<file path="src/rtl/count100_pkg.sv">
// ---------------------------------------------------------------------------
// count100_pkg
// Shared constants and types for the modulo-N timebase counter and its
// BCD digit sub-counters.
// ---------------------------------------------------------------------------
package count100_pkg;

    // Default counter modulus and binary width (100 states fit in 8 bits).
    localparam int unsigned DEFAULT_MODULUS = 100;
    localparam int unsigned DEFAULT_WIDTH   = 8;

    // One BCD digit.
    localparam int unsigned BCD_W = 4;
    typedef logic [BCD_W-1:0] bcd_digit_t;

    // Largest legal digit value.
    localparam bcd_digit_t BCD_MAX = BCD_W'(9);

    // True when a digit register holds a non-decimal code (e.g. after an upset).
    function automatic logic bcd_illegal(input bcd_digit_t d);
        return d > BCD_MAX;
    endfunction

endpackage : count100_pkg

</file>
<file path="src/rtl/count100_bcd_digit_counter.sv">
// ---------------------------------------------------------------------------
// count100_bcd_digit_counter
// One decimal digit (0..9) with carry-in and carry-out. Two of these are
// chained to form the tens/ones view of the binary count.
//
// Ports:
//   clk     input   rising-edge clock
//   rst_n   input   asynchronous active-low reset, clears the digit
//   cin     input   advance the digit on this edge
//   clr     input   synchronous clear, wins over cin
//   digit   output  registered digit value
//   cout_c  output  combinational carry: cin while the digit is at 9
// ---------------------------------------------------------------------------
module count100_bcd_digit_counter
    import count100_pkg::*;
(
    input  logic       clk,
    input  logic       rst_n,
    input  logic       cin,
    input  logic       clr,
    output bcd_digit_t digit,
    output logic       cout_c
);

    bcd_digit_t digit_q;
    bcd_digit_t digit_d;

    // Next digit: clear / illegal-code recovery first, then the decimal wrap.
    always_comb begin
        digit_d = digit_q;
        if (clr || bcd_illegal(digit_q)) begin
            digit_d = '0;
        end else if (cin) begin
            if (digit_q == BCD_MAX) begin
                digit_d = '0;
            end else begin
                digit_d = digit_q + BCD_W'(1);
            end
        end
    end

    // Digit register.
    always_ff @(posedge clk or negedge rst_n) begin
        if (!rst_n) begin
            digit_q <= '0;
        end else begin
            digit_q <= digit_d;
        end
    end

    assign digit  = digit_q;
    assign cout_c = cin && (digit_q == BCD_MAX);

endmodule : count100_bcd_digit_counter

</file>
<file path="src/rtl/count100.sv">
// ---------------------------------------------------------------------------
// count100
// Free-running modulo-MODULUS up-counter used as a frame/line sequencing
// timebase. Provides the binary count, a registered BCD (tens/ones) view of
// the same value, and a terminal-count decode.
//
// Ports:
//   clk         input   rising-edge clock
//   reset       input   asynchronous active-low reset (0 = in reset)
//   count       output  binary count, 0..MODULUS-1 (registered)
//   count_tens  output  BCD tens digit (registered)
//   count_ones  output  BCD ones digit (registered)
//   tc          output  terminal count, high while count == MODULUS-1
//                       (combinational decode of the count register)
//
// MODULUS must be in 2..100 so the BCD view fits two digits, and
// 2**WIDTH >= MODULUS.
// ---------------------------------------------------------------------------
module count100
    import count100_pkg::*;
#(
    parameter int unsigned MODULUS = DEFAULT_MODULUS,
    parameter int unsigned WIDTH   = DEFAULT_WIDTH
) (
    input  logic             clk,
    input  logic             reset,
    output logic [WIDTH-1:0] count,
    output bcd_digit_t       count_tens,
    output bcd_digit_t       count_ones,
    output logic             tc
);

    localparam logic [WIDTH-1:0] LAST = WIDTH'(MODULUS - 1);

    logic [WIDTH-1:0] count_q;
    logic [WIDTH-1:0] count_d;
    logic             wrap_c;
    logic             ones_cout_c;
    logic             unused_tens_cout;

    // Wrap on the terminal value, and also on any out-of-range value so an
    // upset count self-recovers to 0 on the next edge with the digits.
    assign wrap_c = (count_q >= LAST);

    // Binary next-count.
    always_comb begin
        count_d = count_q + WIDTH'(1);
        if (wrap_c) begin
            count_d = '0;
        end
    end

    // Binary count register.
    always_ff @(posedge clk or negedge reset) begin
        if (!reset) begin
            count_q <= '0;
        end else begin
            count_q <= count_d;
        end
    end

    // Ones digit advances every edge; tens advances on the ones carry.
    count100_bcd_digit_counter u_ones (
        .clk    (clk),
        .rst_n  (reset),
        .cin    (1'b1),
        .clr    (wrap_c),
        .digit  (count_ones),
        .cout_c (ones_cout_c)
    );

    count100_bcd_digit_counter u_tens (
        .clk    (clk),
        .rst_n  (reset),
        .cin    (ones_cout_c),
        .clr    (wrap_c),
        .digit  (count_tens),
        .cout_c (unused_tens_cout)
    );

    assign count = count_q;
    assign tc    = (count_q == LAST);

endmodule : count100

</file>
<file path="config.mk">
export PLATFORM = sky130hd
export DESIGN_NAME = count100
export DESIGN_NICKNAME = d
export VERILOG_FILES = /design/src/rtl/count100_pkg.sv /design/src/rtl/count100_bcd_digit_counter.sv /design/src/rtl/count100.sv
export SDC_FILE = /design/constraint.sdc
export NUM_CORES = 1
export LEC_CHECK = 0
export BUFFER_PORTS_ARGS = -buffer_cell sky130_fd_sc_hd__buf_2
export CORE_UTILIZATION = 35
export CTS_CLUSTER_DIAMETER = 40
export DETAILED_ROUTE_END_ITERATION = 16
export GPL_TIMING_DRIVEN = 0
export PLACE_DENSITY = 0.6
export SYNTH_ARGS = -nofsm -noshare
export SYNTH_HDL_FRONTEND = slang
export SYNTH_SLANG_ARGS = --single-unit
</file>
<file path="constraint.sdc">
create_clock -name clk -period 2.1 [get_ports clk]
set_clock_uncertainty 0.15 [all_clocks]
set_input_delay 0.105 -clock clk [delete_from_list [all_inputs] [get_ports clk]]
set_output_delay 0.105 -clock clk [all_outputs]
set_load 0.02 [all_outputs]
</file>
==> flow_metrics.env, run 1 <==
export IMPL_fin_ws_ns=0.393
export IMPL_die_w_um=47.8
export IMPL_core_area_um2=1960
export IMPL_cp_arrival_ns=1.45
export IMPL_fin_nets=95
export IMPL_ant_nets=0
export IMPL_io_pins=19
export IMPL_finalSetupTns_ns=0
export IMPL_clk_latency_ns=0.29
export IMPL_min_period_ns=1.71
export IMPL_layout_commonest_cell="buf_2"
export IMPL_hp_class="input pin to asynchronous set/reset pin"
export IMPL_fin_total_pwr_mw=0.967
export IMPL_die_area_um2=2290
export IMPL_peakVddDrop_v=0.000674
export IMPL_critical_path_max_fanout=5
export IMPL_via_per_inst=5.14
export IMPL_cts_sinks=16
export IMPL_r2r_end="u_ones.digit[0]"
export IMPL_multi_input_area_um2=319
export IMPL_post_route_util=0.462
export IMPL_dp_slack_ns=0.418
export IMPL_end_kind="primary output"
export IMPL_track_usage=0.142
export IMPL_drc=0
export IMPL_antennaDiodeCount=0
export IMPL_leakagePower_nw=0.429
export IMPL_drive_gt1_frac=0.286
export IMPL_cts_root_buffer="clkbuf_4"
export IMPL_setup_viol=0
export IMPL_place_congestion=0.642
export IMPL_slew_viol_final=0
export IMPL_status="finished clean"
export IMPL_grt_max_degree=17
export IMPL_cts_clk_slew_worst_paths_ns=0.10
export IMPL_avgSynthCellArea_um2=10.8
export IMPL_netlist_instances=68
export IMPL_grt_overflow=0
export IMPL_dpl_hpwl_um=1020
export IMPL_worst_r2r_path_depth=5
export IMPL_area_growth_pct=23.1
export IMPL_cts_buffers=3
export IMPL_portBuffers=18
export IMPL_fmax_mhz=586
export IMPL_synth_seq_area_share=0.544
export IMPL_htreeDepth=1
export IMPL_synth_warnings=0
export IMPL_routed_wl_um=1460
export IMPL_drt_first_pass_iters=4
export IMPL_syn_area_um2=736
export IMPL_layout_common_cells="19 x buf_2, 16 x dfrtp_1, 5 x nor3_1, 5 x nor2_1"
export IMPL_rsz0062_at_grt="false"
export IMPL_crit_type="flop to primary output"
export IMPL_post_drt_wl_per_cell_um=12.4
export IMPL_grt_pass1_vias=487
export IMPL_die_h_um=47.8
export IMPL_cp_start_kind="flop"
export IMPL_hold_violations=0
export IMPL_start_util=0.375
export IMPL_antenna_found_initial=0
export IMPL_yosysUniqueCellTypes=27
export IMPL_num_vias=607
export IMPL_cts_tree="done"
export IMPL_rows=16
export IMPL_fin_crit_sh=0.813
export IMPL_cp_required_ns=1.85
export IMPL_drtIter0Drc=9
export IMPL_ys_ff_latch=16
export IMPL_powerDensity_nw_per_um2=1070
export IMPL_maxCapViolCount=0
export IMPL_clockBufferDepth=2
export IMPL_regArea_um2=400
export IMPL_grt_pass1_wl_um=2150
export IMPL_rrSetupSlack_ns=0.45
export IMPL_worstReg2RegStart="count[0]"
export IMPL_fillers=205
export IMPL_synth_fp_nets=71
[cells by family (layout without fill, tap and decap cells)]
logic type               after synthesis  after routing  synth area share
AND/OR/NAND/NOR                       27             27             0.231
adder cells (fa/ha/maj)                1              1            0.0170
AO/OA/AOI/OAI                         13             13             0.109
flip-flops                            16             16             0.544
buffers and inverters                  4             27            0.0221
other                                  1              1           0.00510
XOR/XNOR                               6              6            0.0714
[layer usage]
metal | vias to the layer above | routed length (µm) | global-route usage
li1 | 284 | - | -
met1 | 298 | 674 | 0.181
met2 | 21 | 677 | 0.211
met3 | 4 | 76 | 0.0453
met4 | 0 | 29 | 0.0833
met5 | - | 0 | 0
[report_power, final]
part	internal (mW)	switching (mW)	total (mW)	leakage, nW
sequential	0.367	0.0958	0.463	0.213
combinational	0.129	0.171	0.300	0.195
clock	0.106	0.0986	0.204	0.0210
total	0.602	0.365	0.967	0.429
[synth_stat cells]
cell | number | area share
a21oi_2 | 1 | 0.012
o211ai_1 | 1 | 0.010
inv_1 | 3 | 0.015
nand3_1 | 1 | 0.0068
a21oi_1 | 4 | 0.027
xnor2_1 | 3 | 0.036
ha_1 | 1 | 0.017
o21ai_0 | 3 | 0.020
dfrtp_1 | 16 | 0.54
xor2_1 | 3 | 0.036
nand4bb_4 | 1 | 0.037
a211oi_1 | 2 | 0.020
and3_1 | 1 | 0.0085
and2_1 | 1 | 0.0085
or3_1 | 3 | 0.026
nand4b_1 | 1 | 0.012
and4_1 | 1 | 0.012
nor4_1 | 1 | 0.0085
nor3_1 | 5 | 0.034
nand2_1 | 4 | 0.020
or4_4 | 1 | 0.015
nor2_1 | 5 | 0.026
buf_2 | 1 | 0.0068
o21a_1 | 1 | 0.010
a31oi_1 | 1 | 0.0085
conb_1 | 1 | 0.0051
nor2b_1 | 2 | 0.017
[timing repair]
| item | in CTS | in global routing |
|---|---|---|
| setup buffers | 0 | 0 |
| hold buffers | 1 | 0 |
| endpoints found under the hold margin | 16 | 0 |
| resized for setup | 0 | 0 |
[flip-flops by register name (all words and copies together) (netlist names)]
register,cells
count,8
u_tens.digit,4
u_ones.digit,4
[worst max-delay path: stages (launching register included)]
cell,delay (ns)
dfrtp_1,0.44
nor4_1,0.35
and4_1,0.22
buf_2,0.15
[how the worst max path moves through the flow]
| stage | start | end | slack [ns] | cells past startpoint |
|---|---|---|---|---|
| after CTS | count[4] | tc | 0.38 | 3 |
| after floorplan | u_ones.digit[2] | u_tens.digit[3] | 0.47 | 3 |
| final | count[4] | tc | 0.39 | 3 |
| after global placement | count[0] | u_ones.digit[0] | 0.40 | 5 |
| after global routing | count[4] | tc | 0.28 | 3 |
| after detailed placement | count[0] | u_ones.digit[0] | 0.42 | 5 |
[metrics by stage]
step / cell area, µm² / hold slack, ns / instances
CTS: 906 / 0.112 / 118
finish: 906 / 0.109 / 118
floorplan: 736 / -0.341 / 68
global route: 906 / 0.128 / 118
detailed placement: 860 / -0.116 / 113
global placement: 860 / -0.114 / 113
[final cells by class]
type	instances	area share
Timing Repair Buffer	19	0.110
Inverter	3	0.0124
Buffer	1	0.00552
Clock buffer	4	0.0401
Tap cell	27	0.0373
Multi-Input combinational cell	48	0.352
Sequential cell	16	0.442
Note: power is estimated with default switching activity, not from simulation.
==> run 2: changes to the inputs <==
--- a/config.mk
+++ b/config.mk
@@ -10,7 +10,7 @@
 export CTS_CLUSTER_DIAMETER = 40
 export DETAILED_ROUTE_END_ITERATION = 16
 export GPL_TIMING_DRIVEN = 0
-export PLACE_DENSITY = 0.6
+export PLACE_DENSITY = 0.62
 export SYNTH_ARGS = -nofsm -noshare
 export SYNTH_HDL_FRONTEND = slang
 export SYNTH_SLANG_ARGS = --single-unit
==> constraint.sdc (replaced) <==
create_clock -name clk -period 1.4 [get_ports clk]
set_clock_uncertainty 0.15 [all_clocks]
set_input_delay 0.07 -clock clk [delete_from_list [all_inputs] [get_ports clk]]
set_output_delay 0.07 -clock clk [all_outputs]
set_load 0.02 [all_outputs]
==> run 2 against run 1 <==
Compared with the run above: the flow now finishes with violations (negative setup slack); routed wire length increased by 12%; first-iteration DRC count down 100%; critical path depth unchanged; sequential share of layout area fell by 6.9 points; largest cell class is now multi-input gates.
==> flow_metrics.env, run 2 (synthesized netlist as in run 1, its figures left out) <==
export IMPL_status="finished, violations left"
export IMPL_violations="negative setup slack"
export IMPL_layout_commonest_cell="buf_2"
export IMPL_htreeDepth=1
export IMPL_layout_common_cells="17 x buf_2, 10 x dfrtp_2, 9 x buf_4, 6 x dfrtp_1"
export IMPL_antenna_found_initial=0
export IMPL_critical_path_max_fanout=2
export IMPL_antennaDiodeCount=0
export IMPL_rrSetupSlack_ns=-0.10
export IMPL_cp_required_ns=1.18
export IMPL_cp_arrival_ns=1.32
export IMPL_powerDensity_nw_per_um2=1510
export IMPL_core_area_um2=1960
export IMPL_fin_total_pwr_mw=1.68
export IMPL_cp_cell_sequence="nor4_4 > and4_1 > buf_6"
export IMPL_cp_start_kind="flop"
export IMPL_drtIter0Drc=0
export IMPL_cts_sinks=16
export IMPL_die_w_um=47.8
export IMPL_grt_max_degree=17
export IMPL_setup_viol=5
export IMPL_num_vias=626
export IMPL_cts_root_buffer="clkbuf_4"
export IMPL_slowest_stage="dfrtp_2"
export IMPL_rsz0062_at_grt="true"
export IMPL_fmax_mhz=650
export IMPL_hp_class="input pin to asynchronous set/reset pin"
export IMPL_drc=0
export IMPL_end_kind="primary output"
export IMPL_cts_tree="done"
export IMPL_fin_nets=105
export IMPL_start_util=0.375
export IMPL_clockBufferDepth=2
export IMPL_post_drt_wl_per_cell_um=12.8
export IMPL_via_per_inst=4.93
export IMPL_peakVddDrop_v=0.000834
export IMPL_io_pins=19
export IMPL_cts_buffers=3
export IMPL_fillers=188
export IMPL_area_growth_pct=50.5
export IMPL_maxCapViolCount=0
export IMPL_drive_gt1_frac=0.630
export IMPL_cpPeakStageDelay_ns=0.43
export IMPL_crit_type="flop to primary output"
export IMPL_clk_latency_ns=0.27
export IMPL_cts_clk_slew_worst_paths_ns=0.08
export IMPL_slew_viol_final=0
export IMPL_leakagePower_nw=0.476
export IMPL_dpl_hpwl_um=1020
export IMPL_place_congestion=0.729
export IMPL_grt_pass1_vias=493
export IMPL_min_period_ns=1.54
export IMPL_fin_ws_ns=-0.139
export IMPL_portBuffers=18
export IMPL_drt_first_pass_iters=1
export IMPL_die_h_um=47.8
export IMPL_ant_nets=0
export IMPL_track_usage=0.148
export IMPL_grt_overflow=0
export IMPL_rows=16
export IMPL_crit_family="simple AND/OR/NAND/NOR gates"
export IMPL_die_area_um2=2290
export IMPL_critPathBufInv=1
export IMPL_hold_violations=0
export IMPL_grt_pass1_wl_um=2300
export IMPL_fin_crit_sh=1.10
export IMPL_dp_slack_ns=-0.171
export IMPL_routed_wl_um=1630
export IMPL_largest_reg_flops=8
==> run 2: cell count changes in the layout (fill, tap and decap cells not counted), moves of 4 or more <==
cell     delta
a21oi_1     -4
nor2_1      -4
nor3_1      -4
dfrtp_1    -10
dfrtp_2    +10
buf_4       +9
==> run 2: per-stage QoR <==
step	instances	hold WS (ns)	area [µm²]	utilization	setup TNS, ns
global placement	113	-0.149	895	0.456	-0.467
detailed placement	113	-0.145	895	0.456	-0.835
CTS	125	0.0830	1040	0.533	-0.336
finish	127	0.0708	1110	0.564	-0.359
floorplan	68	-0.376	771	-	-0.339
global route	127	0.114	1110	0.564	-0.916
==> run 2: area by class of cell <==
type,instances,area (µm²),share of cell area
buffer,1,11.3,0.0102
clock buffer,3,22.5,0.0203
sequential,16,413,0.373
timing repair buffer,29,185,0.167
inverter,3,11.3,0.0102
multi-input combinational,48,430,0.389
tap,27,33.8,0.0305
==> run 2: worst paths after layout <==
check,to,cells past startpoint,startpoint
min in group clk,u_ones.digit[1],1,u_ones.digit[3]
worst min register to register,u_ones.digit[1],1,u_ones.digit[3]
worst max register to register,u_tens.digit[3],3,u_ones.digit[2]
worst min-delay path,count[2],2,reset
max in group asynchronous,count[7],2,reset
worst max-delay path,tc,3,count[3]
==> run 2: timing repair <==
action | 4_1_cts | 5_1_grt
hold endpoints to repair | 16 | 0
endpoints found under the setup margin | 13 | 14
resized for setup | 16 | 13
cloned | 1 | 0
pin swaps | 7 | 7
hold buffers | 1 | 0
setup buffers | 7 | 3
==> run 2: power breakdown <==
part	leakage, nW	total (mW)	internal [mW]	switching [mW]
Combinational	0.263	0.766	0.368	0.398
Sequential	0.200	0.684	0.568	0.116
Clock	0.0138	0.226	0.0995	0.126
Total	0.476	1.68	1.04	0.640
==> run 2: layer usage <==
layer / share of wire / vias up / GRT usage / routed length, µm
met5: 0 / - / 0 / 0
li1: - / 308 / - / -
met2: 0.48 / 13 / 0.205 / 779
met1: 0.48 / 303 / 0.209 / 781
met3: 0.033 / 2 / 0.0453 / 54
met4: 0.0068 / 0 / 0.0667 / 11
==> run 3: changes to the inputs <==
--- a/config.mk
+++ b/config.mk
@@ -5,12 +5,13 @@
 export SDC_FILE = /design/constraint.sdc
 export NUM_CORES = 1
 export LEC_CHECK = 0
+export ABC_AREA = 1
 export BUFFER_PORTS_ARGS = -buffer_cell sky130_fd_sc_hd__buf_2
 export CORE_UTILIZATION = 35
 export CTS_CLUSTER_DIAMETER = 40
 export DETAILED_ROUTE_END_ITERATION = 16
 export GPL_TIMING_DRIVEN = 0
-export PLACE_DENSITY = 0.62
+export PLACE_DENSITY = 0.6
 export SYNTH_ARGS = -nofsm -noshare
 export SYNTH_HDL_FRONTEND = slang
 export SYNTH_SLANG_ARGS = --single-unit
==> run 3 against run 2 <==
Compared with the run above: the run still ends with negative setup slack left; power up 5.5%; sequential cell count unchanged; clock-buffer cell count up 1; largest power group unchanged; sequential power down 2%; via count up 22%; synthesized area up 19%; critical path type unchanged; largest cell class unchanged; critical endpoint unchanged.
==> flow_metrics.env, run 3 <==
export IMPL_io_pins=19
export IMPL_setup_viol=1
export IMPL_drc=0
export IMPL_maxCapViolCount=0
export IMPL_avgSynthCellArea_um2=7.76
export IMPL_synth_most_common_cell="nand2_1"
export IMPL_num_vias=764
export IMPL_grt_pass1_vias=717
export IMPL_slew_viol_final=0
export IMPL_crit_path_start="count[0]"
export IMPL_worstReg2RegStart="count[0]"
export IMPL_cts_sinks=16
export IMPL_synth_edf_count=0
export IMPL_area_growth_pct=30.7
export IMPL_dpl_hpwl_um=1210
export IMPL_top_usage_layer="met2"
export IMPL_synth_seq_area_share=0.456
export IMPL_cts_root_buffer="clkbuf_4"
export IMPL_fin_nets=145
export IMPL_rows=17
export IMPL_min_period_ns=1.49
export IMPL_cp_cell_sequence="ha_4 > inv_4 > nor4_2 > buf_4"
export IMPL_syn_area_um2=877
export IMPL_fmax_mhz=670
export IMPL_start_util=0.382
export IMPL_synth_top_area_cell="dfrtp_1"
export IMPL_grt_use_met2=0.237
export IMPL_clockBufferDepth=2
export IMPL_synth_warnings=0
export IMPL_post_drt_wl_per_cell_um=10.1
export IMPL_rsz0062_at_grt="true"
export IMPL_grt_pass1_wl_um=2990
export IMPL_yosysTopAreaCellShare=0.456
export IMPL_via_per_inst=4.52
export IMPL_cpPeakStageDelay_ns=0.40
export IMPL_netlist_instances=113
export IMPL_cts_clk_slew_worst_paths_ns=0.10
export IMPL_synthTopCellsByArea="dfrtp_1 46%, nand2_1 12%, nor2_1 9.0%"
export IMPL_antennaDiodeCount=0
export IMPL_violations="negative setup slack"
export IMPL_critical_path_max_fanout=3
export IMPL_powerDensity_nw_per_um2=1540
export IMPL_dp_slack_ns=-0.0365
export IMPL_drt_first_pass_iters=4
export IMPL_clk_latency_ns=0.29
export IMPL_fin_total_pwr_mw=1.77
export IMPL_drtIter0Drc=11
export IMPL_grt_overflow=0
export IMPL_cp_arrival_ns=1.27
export IMPL_ant_nets=0
export IMPL_end_kind="primary output"
export IMPL_fin_crit_sh=1.07
export IMPL_slowest_stage="dfrtp_2"
export IMPL_yosysUniqueCellTypes=22
export IMPL_drive_gt1_frac=0.390
export IMPL_antenna_found_initial=0
export IMPL_core_area_um2=2300
export IMPL_die_h_um=52.1
export IMPL_hp_class="input pin to asynchronous set/reset pin"
export IMPL_routed_wl_um=1700
export IMPL_place_congestion=0.801
export IMPL_fin_ws_ns=-0.0934
export IMPL_synth_fp_nets=116
export IMPL_layout_common_cells="27 x nand2_1, 18 x nor2_1, 17 x buf_2, 14 x inv_1, 13 x dfrtp_1"
export IMPL_cts_tree="done"
export IMPL_layout_commonest_cell="nand2_1"
export IMPL_ys_ff_latch=16
export IMPL_status="finished, violations left"
export IMPL_peakVddDrop_v=0.000859
export IMPL_use_met1=0.195
export IMPL_cts_buffers=3
export IMPL_crit_type="flop to primary output"
export IMPL_largest_reg_flops=8
export IMPL_synth_top_flop_cell="dfrtp_1"
export IMPL_async_reset_ff_frac=1.00
export IMPL_grt_max_degree=17
export IMPL_worst_r2r_path_depth=9
export IMPL_die_area_um2=2710
export IMPL_critPathBufInv=2
export IMPL_cp_required_ns=1.18
export IMPL_htreeDepth=1
export IMPL_portBuffers=18
export IMPL_cp_start_kind="flop"
export IMPL_leakagePower_nw=0.610
export IMPL_hold_violations=0
export IMPL_track_usage=0.150
export IMPL_die_w_um=52.1
export IMPL_cp_depth=4
export IMPL_synth_common_cells="27 x nand2_1, 21 x nor2_1, 16 x dfrtp_1, 16 x inv_1, 7 x nand3_1"
export IMPL_use_met3=0.0292
export IMPL_crit_family="flip-flops"
[run 3: cell types whose count changed after synthesis, sizes merged, moves of 2 or more]
cell    previous run  this run
nor2               5        25
inv                3        20
nand3              1         7
xor2               3         0
a21oi              5         3
a211oi             2         0
xnor2              3         1
nor2b              2         0
nand4              0         2
nor3               5         1
or3                3         0
nand2              4        31
[run 3: worst paths after layout]
path / slack, ns / to
min in group clk: 0.35 / u_ones.digit[0]
hold reg to reg: 0.35 / u_ones.digit[0]
setup / recovery: -0.09 / tc
hold / removal: 0.06 / count[6]
max in group asynchronous: 0.75 / count[0]
setup reg to reg: 0.09 / count[6]
[run 3: power breakdown]
| group | leakage [nW] | total (mW) | switching, mW | internal, mW |
|---|---|---|---|---|
| clock network | 0.0210 | 0.309 | 0.151 | 0.158 |
| registers | 0.209 | 0.668 | 0.105 | 0.563 |
| logic | 0.379 | 0.791 | 0.464 | 0.327 |
[run 3: metrics by stage]
stage / hold slack (ns) / cells / util / setup TNS (ns) / cell area [µm²]
finish: 0.0624 / 169 / 0.499 / -0.0934 / 1150
floorplan: -0.376 / 113 / - / 0 / 888
detailed placement: -0.145 / 159 / 0.441 / -0.125 / 1010
global route: 0.0828 / 169 / 0.499 / -0.169 / 1150
CTS: 0.0685 / 168 / 0.480 / -0.103 / 1100
global placement: -0.146 / 159 / 0.441 / -0.0683 / 1010
[run 3: kinds of logic after synthesis]
| kind of cell | share of synthesized area |
|---|---|
| AND/OR/NAND/NOR | 0.382 |
| buffers and inverters | 0.0856 |
| flip-flops | 0.456 |
| AO/OA/AOI/OAI | 0.0471 |
| XOR/XNOR | 0.00999 |
| adder cells (fa/ha/maj) | 0.0143 |
| other | 0.00428 |
[run 3: final cells by class]
class | count | area, µm²
clock buffers | 4 | 36.3
fillers | 231 | 1150
inverters | 20 | 77.6
multi-input cells | 77 | 453
flip-flops and latches | 16 | 404
well taps | 28 | 35.0
repair buffers | 24 | 140
[run 3: layer usage]
metal,wire [µm],vias to the layer above
li1,-,396
met4,14,0
met5,0,-
met1,804,350
met2,823,16
met3,56,2
[run 3: worst register-to-register path, delay by kind of cell (launching register included)]
kind | cells | cell delay (ns)
buffers and inverters | 2 | 0.07
DFF | 1 | 0.44
adders and majority gates | 1 | 0.18
and+or+nand+nor | 6 | 0.39
[run 3: repair_timing]
item                                    CTS  global route
setup buffers                             4             1
endpoints found under the hold margin    16             0
hold buffers                              1             0
gates resized for setup                   2            10
endpoints found under the setup margin   12            14
pin swaps                                 3             2
